[src/rtl/fp_vector_player_pkg.sv]
// Shared types and constants for the floating-point vector player.
package fp_vector_player_pkg;

  // Sequencer states, one per step of a vector's life.
  typedef enum logic [2:0] {
    IDLE,
    FETCH,
    LOAD,
    ISSUE,
    WAIT,
    CHECK,
    FINISH
  } state_t;

  // Operation encodings driven on dut_op.
  localparam logic [1:0] OP_DIV  = 2'b00;
  localparam logic [1:0] OP_SQRT = 2'b01;

  // Rounding encodings driven on dut_round_mode.
  localparam logic RND_RNE = 1'b0;
  localparam logic RND_RZ  = 1'b1;

  // Vector word layout: {a, b, expected}, each one 32-bit float.
  localparam int VEC_W   = 96;
  localparam int FIELD_W = 32;
  localparam int A_LSB   = 64;
  localparam int B_LSB   = 32;
  localparam int EXP_LSB = 0;

  // Width of the pass/fail counters.
  localparam int CNT_W = 16;

  // Increment that sticks at all-ones instead of wrapping.
  function automatic logic [CNT_W-1:0] sat_inc(input logic [CNT_W-1:0] v);
    return (v == {CNT_W{1'b1}}) ? v : v + CNT_W'(1);
  endfunction

endpackage

[src/rtl/fp_vector_player_checker.sv]
// Result checker: exact compare, saturating pass/fail counters, first-fail capture.
module fp_result_checker
  import fp_vector_player_pkg::*;
#(
  parameter int ADDR_W = 10
) (
  input  logic               clk,
  input  logic               reset,
  input  logic               clear,
  input  logic               check_en,
  input  logic               timeout_fail,
  input  logic [ADDR_W-1:0]  idx,
  input  logic [FIELD_W-1:0] result,
  input  logic [FIELD_W-1:0] expected,
  output logic [CNT_W-1:0]   pass_count,
  output logic [CNT_W-1:0]   fail_count,
  output logic               first_fail_valid,
  output logic [ADDR_W-1:0]  first_fail_idx,
  output logic [FIELD_W-1:0] first_fail_result
);

  logic match;

  assign match = (result == expected);

  // Pass/fail tallies; a timed-out operation counts as a failure with no result to compare.
  always_ff @(posedge clk or posedge reset) begin
    if (reset) begin
      pass_count <= '0;
      fail_count <= '0;
    end else if (clear) begin
      pass_count <= '0;
      fail_count <= '0;
    end else if (check_en) begin
      if (match) pass_count <= sat_inc(pass_count);
      else       fail_count <= sat_inc(fail_count);
    end else if (timeout_fail) begin
      fail_count <= sat_inc(fail_count);
    end
  end

  // Remember only the first mismatching vector of a run.
  always_ff @(posedge clk or posedge reset) begin
    if (reset) begin
      first_fail_valid  <= 1'b0;
      first_fail_idx    <= '0;
      first_fail_result <= '0;
    end else if (clear) begin
      first_fail_valid  <= 1'b0;
      first_fail_idx    <= '0;
      first_fail_result <= '0;
    end else if (check_en && !match && !first_fail_valid) begin
      first_fail_valid  <= 1'b1;
      first_fail_idx    <= idx;
      first_fail_result <= result;
    end
  end

endmodule

[src/rtl/fp_vector_player.sv]
// Vector player: reads test vectors from memory, drives an fpdiv/sqrt unit, checks results.
module fp_vector_player
  import fp_vector_player_pkg::*;
#(
  parameter int ADDR_W  = 10,
  parameter int TIMEOUT = 64
) (
  input  logic               clk,
  input  logic               reset,
  input  logic               start,
  input  logic [1:0]         op_mode,
  input  logic               round_mode,
  input  logic [ADDR_W:0]    vec_count,
  output logic [ADDR_W-1:0]  vec_addr,
  input  logic [VEC_W-1:0]   vec_rdata,
  output logic [1:0]         dut_op,
  output logic               dut_round_mode,
  output logic [FIELD_W-1:0] dut_a,
  output logic [FIELD_W-1:0] dut_b,
  output logic               dut_start,
  input  logic               dut_done,
  input  logic [FIELD_W-1:0] dut_result,
  output logic               busy,
  output logic               done,
  output logic [CNT_W-1:0]   pass_count,
  output logic [CNT_W-1:0]   fail_count,
  output logic               first_fail_valid,
  output logic [ADDR_W-1:0]  first_fail_idx,
  output logic [FIELD_W-1:0] first_fail_result,
  output logic               timeout_seen
);

  localparam int               TMO_W    = $clog2(TIMEOUT + 1);
  localparam logic [TMO_W-1:0] TMO_LAST = TMO_W'(TIMEOUT - 1);
  localparam logic [ADDR_W:0]  IDX_ONE  = {{ADDR_W{1'b0}}, 1'b1};

  state_t             state, next_state;
  logic [ADDR_W:0]    idx, idx_inc, vec_count_q;
  logic [TMO_W-1:0]   tmo_cnt;
  logic [FIELD_W-1:0] expected_q, result_q;
  logic               accept_start, last_vec, tmo_hit, check_en, timeout_fail;

  // idx is one bit wider than the address so a full-memory run can reach vec_count.
  assign idx_inc  = idx + IDX_ONE;
  assign vec_addr = idx[ADDR_W-1:0];
  assign last_vec = (idx_inc == vec_count_q);
  assign tmo_hit  = (tmo_cnt == TMO_LAST);

  // State register.
  always_ff @(posedge clk or posedge reset) begin
    if (reset) state <= IDLE;
    else       state <= next_state;
  end

  // Next-state logic and single-cycle strobes; start is only honoured from IDLE.
  always_comb begin
    next_state   = state;
    busy         = (state != IDLE);
    dut_start    = 1'b0;
    accept_start = 1'b0;
    check_en     = 1'b0;
    timeout_fail = 1'b0;
    case (state)
      IDLE: begin
        if (start) begin
          accept_start = 1'b1;
          next_state   = (vec_count == '0) ? FINISH : FETCH;
        end
      end
      FETCH:  next_state = LOAD;
      LOAD:   next_state = ISSUE;
      ISSUE: begin
        dut_start  = 1'b1;
        next_state = WAIT;
      end
      WAIT: begin
        if (dut_done) begin
          next_state = CHECK;
        end else if (tmo_hit) begin
          timeout_fail = 1'b1;
          next_state   = last_vec ? FINISH : FETCH;
        end
      end
      CHECK: begin
        check_en   = 1'b1;
        next_state = last_vec ? FINISH : FETCH;
      end
      FINISH:  next_state = IDLE;
      default: next_state = IDLE;
    endcase
  end

  // Run configuration, operand registers, vector index, timeout tracking and run status.
  always_ff @(posedge clk or posedge reset) begin
    if (reset) begin
      dut_op         <= '0;
      dut_round_mode <= 1'b0;
      dut_a          <= '0;
      dut_b          <= '0;
      expected_q     <= '0;
      result_q       <= '0;
      idx            <= '0;
      vec_count_q    <= '0;
      tmo_cnt        <= '0;
      done           <= 1'b0;
      timeout_seen   <= 1'b0;
    end else begin
      case (state)
        IDLE: begin
          if (accept_start) begin
            dut_op         <= op_mode;
            dut_round_mode <= round_mode;
            vec_count_q    <= vec_count;
            idx            <= '0;
            done           <= 1'b0;
            timeout_seen   <= 1'b0;
          end
        end
        LOAD: begin
          dut_a      <= vec_rdata[A_LSB +: FIELD_W];
          dut_b      <= (dut_op == OP_SQRT) ? '0 : vec_rdata[B_LSB +: FIELD_W];
          expected_q <= vec_rdata[EXP_LSB +: FIELD_W];
        end
        ISSUE: tmo_cnt <= '0;
        WAIT: begin
          if (dut_done) begin
            result_q <= dut_result;
          end else if (tmo_hit) begin
            timeout_seen <= 1'b1;
            idx          <= idx_inc;
          end else begin
            tmo_cnt <= tmo_cnt + TMO_W'(1);
          end
        end
        CHECK:  idx  <= idx_inc;
        FINISH: done <= 1'b1;
        default: ;
      endcase
    end
  end

  fp_result_checker #(
    .ADDR_W(ADDR_W)
  ) u_checker (
    .clk              (clk),
    .reset            (reset),
    .clear            (accept_start),
    .check_en         (check_en),
    .timeout_fail     (timeout_fail),
    .idx              (idx[ADDR_W-1:0]),
    .result           (result_q),
    .expected         (expected_q),
    .pass_count       (pass_count),
    .fail_count       (fail_count),
    .first_fail_valid (first_fail_valid),
    .first_fail_idx   (first_fail_idx),
    .first_fail_result(first_fail_result)
  );

endmodule
[config.mk]
export PLATFORM = sky130hd
export DESIGN_NAME = fp_vector_player
export DESIGN_NICKNAME = d
export VERILOG_FILES = /design/src/rtl/fp_vector_player_pkg.sv /design/src/rtl/fp_vector_player_checker.sv /design/src/rtl/fp_vector_player.sv
export SDC_FILE = /design/constraint.sdc
export NUM_CORES = 1
export LEC_CHECK = 0
export ABC_AREA = 1
export CAP_MARGIN = 20
export CORE_UTILIZATION = 44
export CTS_BUF_LIST = sky130_fd_sc_hd__clkbuf_16
export DETAILED_ROUTE_END_ITERATION = 8
export PLACE_DENSITY = 0.87
export SETUP_SLACK_MARGIN = 0.1
export SLEW_MARGIN = 10
export SYNTH_ARGS = -nofsm -noshare
export SYNTH_HDL_FRONTEND = slang
export SYNTH_SLANG_ARGS = --single-unit
[constraint.sdc]
create_clock -name clk -period 7.42 [get_ports clk]
set_input_delay 1.484 -clock clk [delete_from_list [all_inputs] [get_ports clk]]
set_output_delay 1.484 -clock clk [all_outputs]
set_load 0.005 [all_outputs]
# --- Yosys cells after proc, flatten, opt, wreduce, memory -nomap -nowiden ---
# Cells that the tools add are included.
totals:
  inputBits: 146
  register_bits: 240
  output_inout_bits: 156
  wordCells: 106
classes:
  mux: 41
  reduce_logical: 24
  n_addsub: 4
  n_eq_ne: 20
op_table:
  columns: ["op", "n"]
  rows:
  - ["$mux 16", 9]
  - ["$mux 32", 3]
  - ["$mux 11", 3]
  - ["$pmux 11 s3", 1]
  - ["$add 16x1->16 const B", 2]
  - ["$eq 16x16->1 const B", 2]
  - ["$eq 32x32->1", 1]
  - ["$mux 10", 2]
  - ["$pmux 3 s6", 1]
  - ["$mux 3", 5]
  - ["$mux 7", 2]
  - ["$pmux 7 s2", 1]
  - ["$mux 1", 12]
  - ["$ne 2x2->1 const B", 6]
  - ["$reduce_bool 2->1", 6]
  - ["$add 11x1->11 const B", 1]
  - ["$eq 11x11->1", 1]
  - ["$logic_not 11->1", 1]
  - ["$reduce_and 2->1", 5]
  - ["$eq 3x3->1 const B", 3]
  - ["$reduce_bool 3->1", 3]
  - ["$reduce_and 4->1", 2]
  - ["$add 7x1->7 const B", 1]
  - ["$eq 7x6->1 const B", 1]
  - ["9 further kinds", 15]

# --- Logic depth before layout (Yosys ltp) ---
# Gate-level depths: netlist of run 1.
depth:
  ltp_word: 7
  depth_mapped: 15
  ltp_nobuf: 15

# --- By module ---
# Synthesis of run 1 repeated with hierarchy kept, for this count alone.
unflattened:
  hier_cells: 1541
  area_unflattened_um2: 11816.3
modules_own_cells:
  columns: ["mod", "n_inst", "cells_each", "area_per_inst_um2", "seq_area_each_um2"]
  rows:
  - ["fp_vector_player", 1, 837, 7060.5, 4129.0]
  - ["fp_result_checker", 1, 704, 4755.8, 1876.8]

# --- Least setup slack after synthesis of run 1 ---
# No wires, ideal clock.
synth_path:
  path_kind: "input port to flip-flop"
  from: "input dut_done"
  to: "register u_checker.fail_count[4]"
  setup_ns: 0.118
  t_required_ns: 7.302
  arrival_time_ns: 2.358
  stages: 9
  n_path_buf: 1
  path_slack_ns: 4.944
  cell_sequence: "nor2_4 > nand3_2 > nand2_4 > inv_2 > o21ai_2 > nand2_2 > buf_2 > nand2_1 > o21ai_2"
synth_between:
  elab_chain_len: 4
synth_lines:
  columns: ["element", "line", "source"]
  rows:
  - ["start: declaration", "fp_vector_player.sv:21", "input logic dut_done,"]
  - ["$mux 1", "fp_vector_player.sv:77", "if (dut_done) begin"]
  - ["$mux 1", "fp_vector_player.sv:63", "case (state)"]
  - ["$reduce_bool 3->1 (no source line)", null, null]
  - ["$reduce_and 2->1 (no source line)", null, null]
  - ["end signal: assignment", "fp_vector_player_checker.sv:36", "else fail_count <= sat_inc(fail_count);"]
  - ["end signal: assignment", "fp_vector_player_checker.sv:38", "fail_count <= sat_inc(fail_count);"]
  - ["end: declaration", "fp_vector_player_checker.sv:16", "output logic [CNT_W-1:0] fail_count,"]
# No other way between the ends.
# A chain may end at the register's enable or synchronous reset.

# --- Final worst setup path of run 1 ---
layout_path:
  from: "register state[0]"
  to: "output busy"
layout_between:
  elab_chain_len: 1
layout_lines:
  columns: ["element", "line", "source"]
  rows:
  - ["start: declaration", "fp_vector_player.sv:37", "state_t state, next_state;"]
  - ["start signal: assignment", "fp_vector_player.sv:52", "else state <= next_state;"]
  - ["$reduce_bool 3->1", "fp_vector_player.sv:58", "busy = (state != IDLE);"]
  - ["end: declaration", "fp_vector_player.sv:23", "output logic busy,"]
# No other way between the ends.

==> qor.txt, run 1 <==
Clk sinks -> 240
Max-slew headroom -> 28.53%
YS warnings -> 0
Worst-case clock buffer depth -> 3
RSZ-0062 raised after global routing -> false
Root buf cell -> clkbuf_16
CP Capture Type -> output port
Asr flop ratio synth -> 100.0%
Design Power -> 0.005629 W
Drt drc -> 0
WP data arrival -> 2340 ps
Hold Vio Cnt, Final -> 0
Max incr delay on CP -> 510 ps
Highest clock rate -> 261.8 MHz
Critical Path RT -> 5940 ps
Most common cell in the netlist -> nand2_1
Vias in the first global route -> 9736
Nets -> 1735
Worst-Skew Late Latency -> 540 ps
H-tree depth -> 1
Placer Congestion -> 0.8871
Fin Setup TNS -> 0 ps
Most numerous cell on the critical path -> nor2_1
CTS tree -> yes
Starting density of the core -> 45.08%
Layout cells sized above 1 -> 5.732%
Post-Route WL -> 31100 µm
CTS buffer count -> 26
Clk slew on worst S/H paths -> 60 ps
Area Overhead vs Synth -> 37.67%
PD cells -> 371.9 nW/µm²
Synth top cells by count -> nand2_1 (453), dfrtp_1 (240), nand3_1 (140)
Drt initial violations -> 873
Antenna viol nets, final -> 0
Leak Pwr -> 6.973 nW
Seq/Total Area, Yosys -> 54.63%
First-pass GRT wire length -> 49620 µm
CTS resizes -> 0
Synth Net Count -> 1466
WL/cell -> 16.12 µm
Io pins -> 302
CP Class -> flop to output port
Via/cell ratio -> 5.137
Post-Syn Instances -> 1316
Synth Flop Type -> dfrtp_1
Initial antenna violation count -> 1
Worst setup SP type -> flop
Largest area contributor in the netlist -> dfrtp_1
Remaining Overflow, GRT -> 0
Crit-path slowest cell -> clkdlybuf4s50_1
Cell area after synthesis -> 10990 µm²
I/O Buffers -> 301
Die W -> 160.1 µm
Vias -> 9910
Largest net degree at the start of global routing -> 145
Distinct cells, synth -> 35
Max Slew Vio Count -> 0
Clock skew -> 25.61 ps
Die height -> 160.1 µm
Status -> completed
Tcrit/Tclk final -> 51.47%
CORE AREA -> 24390 µm²
Synth area leaders -> dfrtp_1 (55%), nand2_1 (15%), nand3_1 (6.4%), o21ai_0 (5.2%), inv_1 (3.4%)
CP cell instances -> nor2_1 > inv_2 > nor2_1 > inv_1 > clkdlybuf4s50_1
Yosys top cell area share -> 54.63%
Pre-Repair DR Iteration Count -> 7
CTS Hold Buffers Added -> 0
Count of final setup violators -> 0
Crit Path Max Fanout -> 4
Tot GR Track Use -> 24.01%
Max rail drop VDD -> 0.0002493 V
Max-cap violations -> 0
Die Footprint -> 25620 µm²
Least-Margin Pin Slew -> 1072 ps
Syn Area/Cell -> 8.354 µm²
Number of flops mapped to enable cells by yosys -> 0
Detail Placement HPWL -> 21340 µm
Synthesis-stage register bit count -> 240
N_diodes -> 0
Post-route minimum period -> 3819 ps
Hold WC Path Type -> flop to flop
Row cnt -> 57
# Post-CTS Setup Buffers -> 0
state kept, by name, indices dropped and copies added (netlist names), 11 cells and up:
| name | flops |
|---|---|
| dut_a | 32 |
| vec_count_q | 11 |
| result_q | 32 |
| u_checker.pass_count | 16 |
| expected_q | 32 |
| u_checker.fail_count | 16 |
| idx | 11 |
| dut_b | 32 |
| u_checker.first_fail_result | 32 |
stage by stage:
step           instances  cell area [µm²]  utilization [%]  worst slack (ps)  hold WS, ps
2_1_floorplan       1316            11000                -              2788        453.0
3_3_place_gp        1880            14180            58.12              3560        453.7
3_5_place_dp        1880            14180            58.12              3471        457.6
4_1_cts             1928            15110            61.94              3570        473.1
5_1_grt             1929            15140            62.06              3441        488.3
6_report            1929            15140            62.06              3601        470.0
final cells by class:
type / instances / area (µm²)
clock buffer: 26 / 650.6
clock inverter: 22 / 281.5
fill: 1953 / 9255
inverter: 107 / 406.6
multi-input combinational: 901 / 4280
sequential: 240 / 6006
tap: 324 / 405.4
timing repair buffer: 309 / 3105
worst paths after layout:
path	start	to	slack, ps	depth (start not counted)
max in group asynchronous	reset	vec_count_q[4]	4710	4
setup / recovery	state[0]	busy	3600	5
hold reg to reg	dut_a[27]	dut_a[27]	470	2
setup reg to reg	state[0]	u_checker.pass_count[15]	4530	7
hold / removal	dut_a[27]	dut_a[27]	470	2
min in group asynchronous	reset	dut_b[21]	1470	3
where the power goes:
group	internal, W	switching, W
registers	0.00181	0.000359
clock network	0.000852	0.000548
logic	0.000981	0.00108
total	0.00364	0.00199
routing by layer:
layer | GRT usage, % | wire (µm) | vias to the layer above
li1 | - | - | 4734
met1 | 29.02 | 12000 | 4668
met2 | 41.36 | 15470 | 434
met3 | 6.312 | 2698 | 74
met4 | 8.268 | 927 | 0
met5 | 0 | 0 | -
worst max-delay path, delay by kind of cell (launching register included):
family        cells  cell delay (ps)
buf+inv           3              810
flops             1              430
simple gates      2              560
cell families after synthesis:
group | Yosys count | synth area share, %
buf+inv | 175 | 6.612
flops | 240 | 54.63
fa+ha+maj | 4 | 0.4552
simple gates | 697 | 26.89
compound gates | 148 | 7.272
xor+xnor | 52 | 4.143
placed cells by master (no fill, tap or decap), types with 2 or more instances in the layout:
| master | instances |
|---|---|
| a21oi_1 | 6 |
| buf_4 | 6 |
| bufinv_16 | 6 |
| clkbuf_16 | 26 |
| clkdlybuf4s50_1 | 301 |
| clkinv_1 | 3 |
| clkinv_2 | 5 |
| clkinvlp_4 | 6 |
| dfrtp_1 | 240 |
| ha_1 | 4 |
| inv_1 | 101 |
| inv_2 | 6 |
| nand2_1 | 452 |
| nand2_4 | 2 |
| nand3_1 | 139 |
| nand3_2 | 2 |
| nand3b_1 | 4 |
| nand4_1 | 13 |
| nor2_1 | 43 |
| nor2_4 | 2 |
| nor3_1 | 20 |
| nor3_2 | 2 |
| nor3b_1 | 2 |
| o21ai_0 | 114 |
| o21ai_1 | 9 |
| o21ai_2 | 11 |
| o22ai_1 | 4 |
| or2_2 | 12 |
| xnor2_1 | 14 |
| xor2_1 | 38 |
No activity file was read; power rests on OpenSTA's default activity.
==> inputs of run 2 (changes only) <==
==> constraint.sdc (replaced) <==
create_clock -name clk -period 3.2 [get_ports clk]
set_input_delay 0.64 -clock clk [delete_from_list [all_inputs] [get_ports clk]]
set_output_delay 0.64 -clock clk [all_outputs]
set_load 0.005 [all_outputs]
==> qor.txt, run 2 (same netlist as run 1, synthesis figures left out) <==
Leading cell type in the layout, fill and taps excluded -> nand2_1
CTS tree -> yes
Crit Path Max Fanout -> 4
Crit-path slowest cell -> clkdlybuf4s50_1
Remaining Overflow, GRT -> 0
Leak Pwr -> 7.020 nW
CP cell instances -> nor2_1 > inv_2 > nor2_1 > inv_1 > clkdlybuf4s50_1
Max-slew headroom -> 28.86%
Die height -> 160.1 µm
Worst hold endpoint -> dut_a[0]
Antenna viol nets, final -> 0
Max Slew Vio Count -> 0
Clock skew -> 10.64 ps
CTS resizes -> 0
Layout cells sized above 1 -> 5.711%
Tcrit/Tclk final -> 89.31%
Fin Setup TNS -> 0 ps
Highest clock rate -> 349.9 MHz
Met1 usage -> 29.47%
Reg2reg end -> u_checker.fail_count[3]
Post-route minimum period -> 2858 ps
RSZ-0062 raised after global routing -> false
Clk slew on worst S/H paths -> 60 ps
Largest net degree at the start of global routing -> 98
Io pins -> 302
Initial antenna violation count -> 2
Max-cap violations -> 0
Post-Route WL -> 30710 µm
Nets -> 1743
Drt drc -> 0
First-pass GRT wire length -> 49670 µm
Design Power -> 0.01282 W
Placed insts -> 1887
WP data arrival -> 2220 ps
Clk sinks -> 240
Die Footprint -> 25620 µm²
Max rail drop VDD -> 0.0006943 V
Count of final setup violators -> 0
Met3 global-route usage -> 6.000%
Cell family with most CP delay -> buffers and inverters
Worst-Skew Late Latency -> 530 ps
Worst-case clock buffer depth -> 3
PD cells -> 845.8 nW/µm²
Hold Vio Cnt, Final -> 0
CTS buffer count -> 27
H-tree depth -> 1
Vias -> 9978
# fillers -> 2028
I/O Buffers -> 301
Pre-Repair DR Iteration Count -> 5
CP Capture Type -> output port
Drt initial violations -> 773
Critical Path RT -> 2560 ps
Fin cells -> 1935
Status -> completed
Most frequent cells in the layout -> nand2_1 (452), clkdlybuf4s50_1 (301), dfrtp_1 (240)
# Post-CTS Setup Buffers -> 0
CTS Hold Buffers Added -> 0
Busiest layer in global routing -> met2
Vias in the first global route -> 9787
Root buf cell -> clkbuf_16
Hold Crit Start -> dut_a[0]
Most numerous cell on the critical path -> nor2_1
Reg2reg path depth -> 11
Placer Congestion -> 0.9000
Max incr delay on CP -> 640 ps
N_diodes -> 0
Reg2reg start -> result_q[15]
Via/cell ratio -> 5.157
Area Overhead vs Synth -> 37.91%
Least-Margin Pin Slew -> 1067 ps
GR met2 Demand/Resource -> 40.06%
Reg-to-reg slack, setup -> 760 ps
Die W -> 160.1 µm
Row cnt -> 57
Detail Placement HPWL -> 21810 µm
Starting density of the core -> 45.08%
Hold Path Cell Cnt -> 2
CORE AREA -> 24390 µm²
CP Class -> flop to output port
WL/cell -> 15.87 µm
Tot GR Track Use -> 23.95%
Crit path buf inv count -> 3
Worst setup SP type -> flop
Hold WC Path Type -> flop to flop
run 2: cell types whose count changed in the layout (fill, tap and decap cells not counted), moves of 2 or more:
cell	change
buf_12	+5
buf_4	+2
bufinv_16	-3
clkinv_1	+2
clkinvlp_4	-5
inv_1	+4
run 2: layout make-up:
class / instances / area [µm²] / area share, %
timing repair buffer: 316 / 3208 / 21.16
clock inverter: 20 / 180.2 / 1.188
sequential: 240 / 6006 / 39.61
clock buffer: 27 / 675.6 / 4.456
multi-input combinational: 901 / 4280 / 28.23
inverter: 107 / 406.6 / 2.682
tap: 324 / 405.4 / 2.674
run 2: report_power, final:
part / leakage, nW / internal, W / total [W] / switching, W
registers: 3.08 / 0.00420 / 0.00503 / 0.000838
logic: 3.49 / 0.00229 / 0.00478 / 0.00249
clock network: 0.445 / 0.00177 / 0.00301 / 0.00123
run 2: metrics by stage:
stage          hold slack, ps  area (µm²)  util (%)  setup slack, ps
3_5_place_dp            458.0       14290     58.59            676.8
6_report                468.5       15160     62.16            342.0
3_3_place_gp            454.6       14290     58.59            696.3
5_1_grt                 490.4       15160     62.16            227.3
4_1_cts                 472.7       15150     62.10            334.6
2_1_floorplan           453.0       11000         -           -587.8
run 2: worst max-delay path by stage:
| stage | from | endpoint | slack [ps] | cells past startpoint |
|---|---|---|---|---|
| 2_1_floorplan | reset | done | -590 | 1 |
| 3_3_place_gp | dut_done | u_checker.fail_count[0] | 700 | 9 |
| 3_5_place_dp | dut_done | u_checker.fail_count[7] | 680 | 9 |
| 4_1_cts | state[0] | busy | 330 | 5 |
| 5_1_grt | state[0] | busy | 230 | 5 |
| 6_report | state[0] | busy | 340 | 5 |
run 2: tightest hold or removal path: stages (launching register included):
cell and delay [ps]:
dfrtp_1 340, nand2_1 50, nand2_1 50
run 2: routing by layer:
| metal | wire (µm) | vias to the layer above |
|---|---|---|
| li1 | - | 4749 |
| met5 | 12 | - |
| met1 | 12400 | 4752 |
| met3 | 2450 | 69 |
| met4 | 1190 | 2 |
| met2 | 14650 | 406 |
==> inputs of run 3 (changes only) <==
--- a/config.mk
+++ b/config.mk
@@ -7,10 +7,10 @@
 export LEC_CHECK = 0
 export ABC_AREA = 1
 export CAP_MARGIN = 20
-export CORE_UTILIZATION = 44
+export CORE_UTILIZATION = 52
 export CTS_BUF_LIST = sky130_fd_sc_hd__clkbuf_16
 export DETAILED_ROUTE_END_ITERATION = 8
-export PLACE_DENSITY = 0.87
+export PLACE_DENSITY = 0.95
 export SETUP_SLACK_MARGIN = 0.1
 export SLEW_MARGIN = 10
 export SYNTH_ARGS = -nofsm -noshare
==> constraint.sdc (replaced) <==
create_clock -name clk -period 3.3 [get_ports clk]
set_input_delay 0.66 -clock clk [delete_from_list [all_inputs] [get_ports clk]]
set_output_delay 0.66 -clock clk [all_outputs]
set_load 0.005 [all_outputs]
==> qor.txt, run 3 (same netlist as run 1, synthesis figures left out) <==
Status -> completed
WL/cell -> 17.61 µm
Max-slew headroom -> 32.75%
Post-route minimum period -> 2843 ps
Vias in the first global route -> 10310
Die height -> 147.4 µm
Max Slew Vio Count -> 0
Tot GR Track Use -> 30.71%
First-pass GRT wire length -> 52850 µm
Drt initial violations -> 726
CTS tree -> yes
Placer Congestion -> 0.9004
Largest net degree at the start of global routing -> 98
Highest clock rate -> 351.7 MHz
GR met2 Demand/Resource -> 52.45%
Leading cell type in the layout, fill and taps excluded -> nand2_1
Die W -> 147.4 µm
Drt drc -> 0
Hold slack -> 469.9 ps
Post-Route WL -> 33140 µm
Antenna viol nets, final -> 0
Initial antenna violation count -> 4
Count of final setup violators -> 0
Max rail drop VDD -> 0.0005251 V
Hold Vio Cnt, Final -> 0
PD cells -> 821.0 nW/µm²
I/O Buffers -> 301
Pre-Repair DR Iteration Count -> 5
Root buf cell -> clkbuf_16
CTS Hold Buffers Added -> 0
Via/cell ratio -> 5.433
Max-cap violations -> 0
Worst-case clock buffer depth -> 3
CTS buffer count -> 25
Vias -> 10230
# fillers -> 1367
Nets -> 1743
Layout cells sized above 1 -> 5.718%
WP data arrival -> 2180 ps
# Post-CTS Setup Buffers -> 0
Busiest layer in global routing -> met2
Least-Margin Pin Slew -> 1009 ps
Leak Pwr -> 6.974 nW
Starting density of the core -> 53.64%
Most frequent cells in the layout -> nand2_1 (452), clkdlybuf4s50_1 (301), dfrtp_1 (240)
Cell Area, Placed -> 14210 µm²
Crit Path Max Fanout -> 4
Tcrit/Tclk final -> 86.16%
CORE AREA -> 20490 µm²
CTS resizes -> 0
Area Overhead vs Synth -> 36.26%
Io pins -> 302
Clock skew -> 21.32 ps
Met3 global-route usage -> 7.469%
Row cnt -> 52
Hold WC Path Type -> flop to flop
Met1 usage -> 37.00%
Remaining Overflow, GRT -> 0
H-tree depth -> 1
CP Class -> flop to output port
RSZ-0062 raised after global routing -> false
Critical Path RT -> 2640 ps
Clk sinks -> 240
Worst-Skew Late Latency -> 540 ps
Worst setup SP type -> flop
Final Instance Area -> 14980 µm²
Clk slew on worst S/H paths -> 60 ps
Die Footprint -> 21730 µm²
CP Capture Type -> output port
Detail Placement HPWL -> 22900 µm
run 3: final timing paths:
path | start | to | slack (ps) | cells after the start
max in group asynchronous | reset | dut_a[1] | 1930 | 3
worst max register to register | result_q[12] | u_checker.first_fail_result[2] | 760 | 10
worst max-delay path | state[0] | busy | 460 | 5
min in group asynchronous | reset | u_checker.first_fail_result[27] | 620 | 2
worst min-delay path | dut_a[20] | dut_a[20] | 470 | 2
worst min register to register | dut_a[20] | dut_a[20] | 470 | 2
run 3: worst max-delay path, stage by stage, from the launching register on:
cell             delay, ps
dfrtp_1                430
nor2_1                 140
inv_2                   60
nor2_1                 270
inv_1                  140
clkdlybuf4s50_1        610
run 3: cell type report:
class / count / area [µm²] / share of cell area (%)
Sequential cell: 240 / 6006 / 40.09
Multi-Input combinational cell: 901 / 4280 / 28.57
Timing Repair Buffer: 318 / 3198 / 21.35
Clock buffer: 25 / 625.6 / 4.176
Tap cell: 270 / 337.8 / 2.255
Clock inverter: 18 / 118.9 / 0.7935
Inverter: 107 / 406.6 / 2.714
Antenna cell: 3 / 7.507 / 0.05011
run 3: power breakdown:
part	internal (W)	switching, W	total [W]
clock network	0.00145	0.00117	0.00263
logic	0.00222	0.00254	0.00476
registers	0.00407	0.000838	0.00491
run 3: per-layer routing:
layer | up-vias | share of wire [%]
met5 | - | 0.039
met4 | 2 | 4.6
met3 | 96 | 8.8
met2 | 503 | 50
met1 | 4881 | 37
li1 | 4743 | -
run 3: stage by stage:
step / cells / util [%] / setup WS, ps / setup TNS [ps] / total power, W
floorplan: 1316 / - / -507.8 / -121880 / 0.007233
global placement: 1835 / 69.35 / 792.8 / 0 / 0.009301
detailed placement: 1835 / 69.35 / 720.1 / 0 / 0.009550
CTS: 1878 / 72.99 / 453.7 / 0 / 0.01229
global route: 1882 / 73.10 / 413.5 / 0 / 0.01310
finish: 1882 / 73.10 / 456.9 / 0 / 0.01230
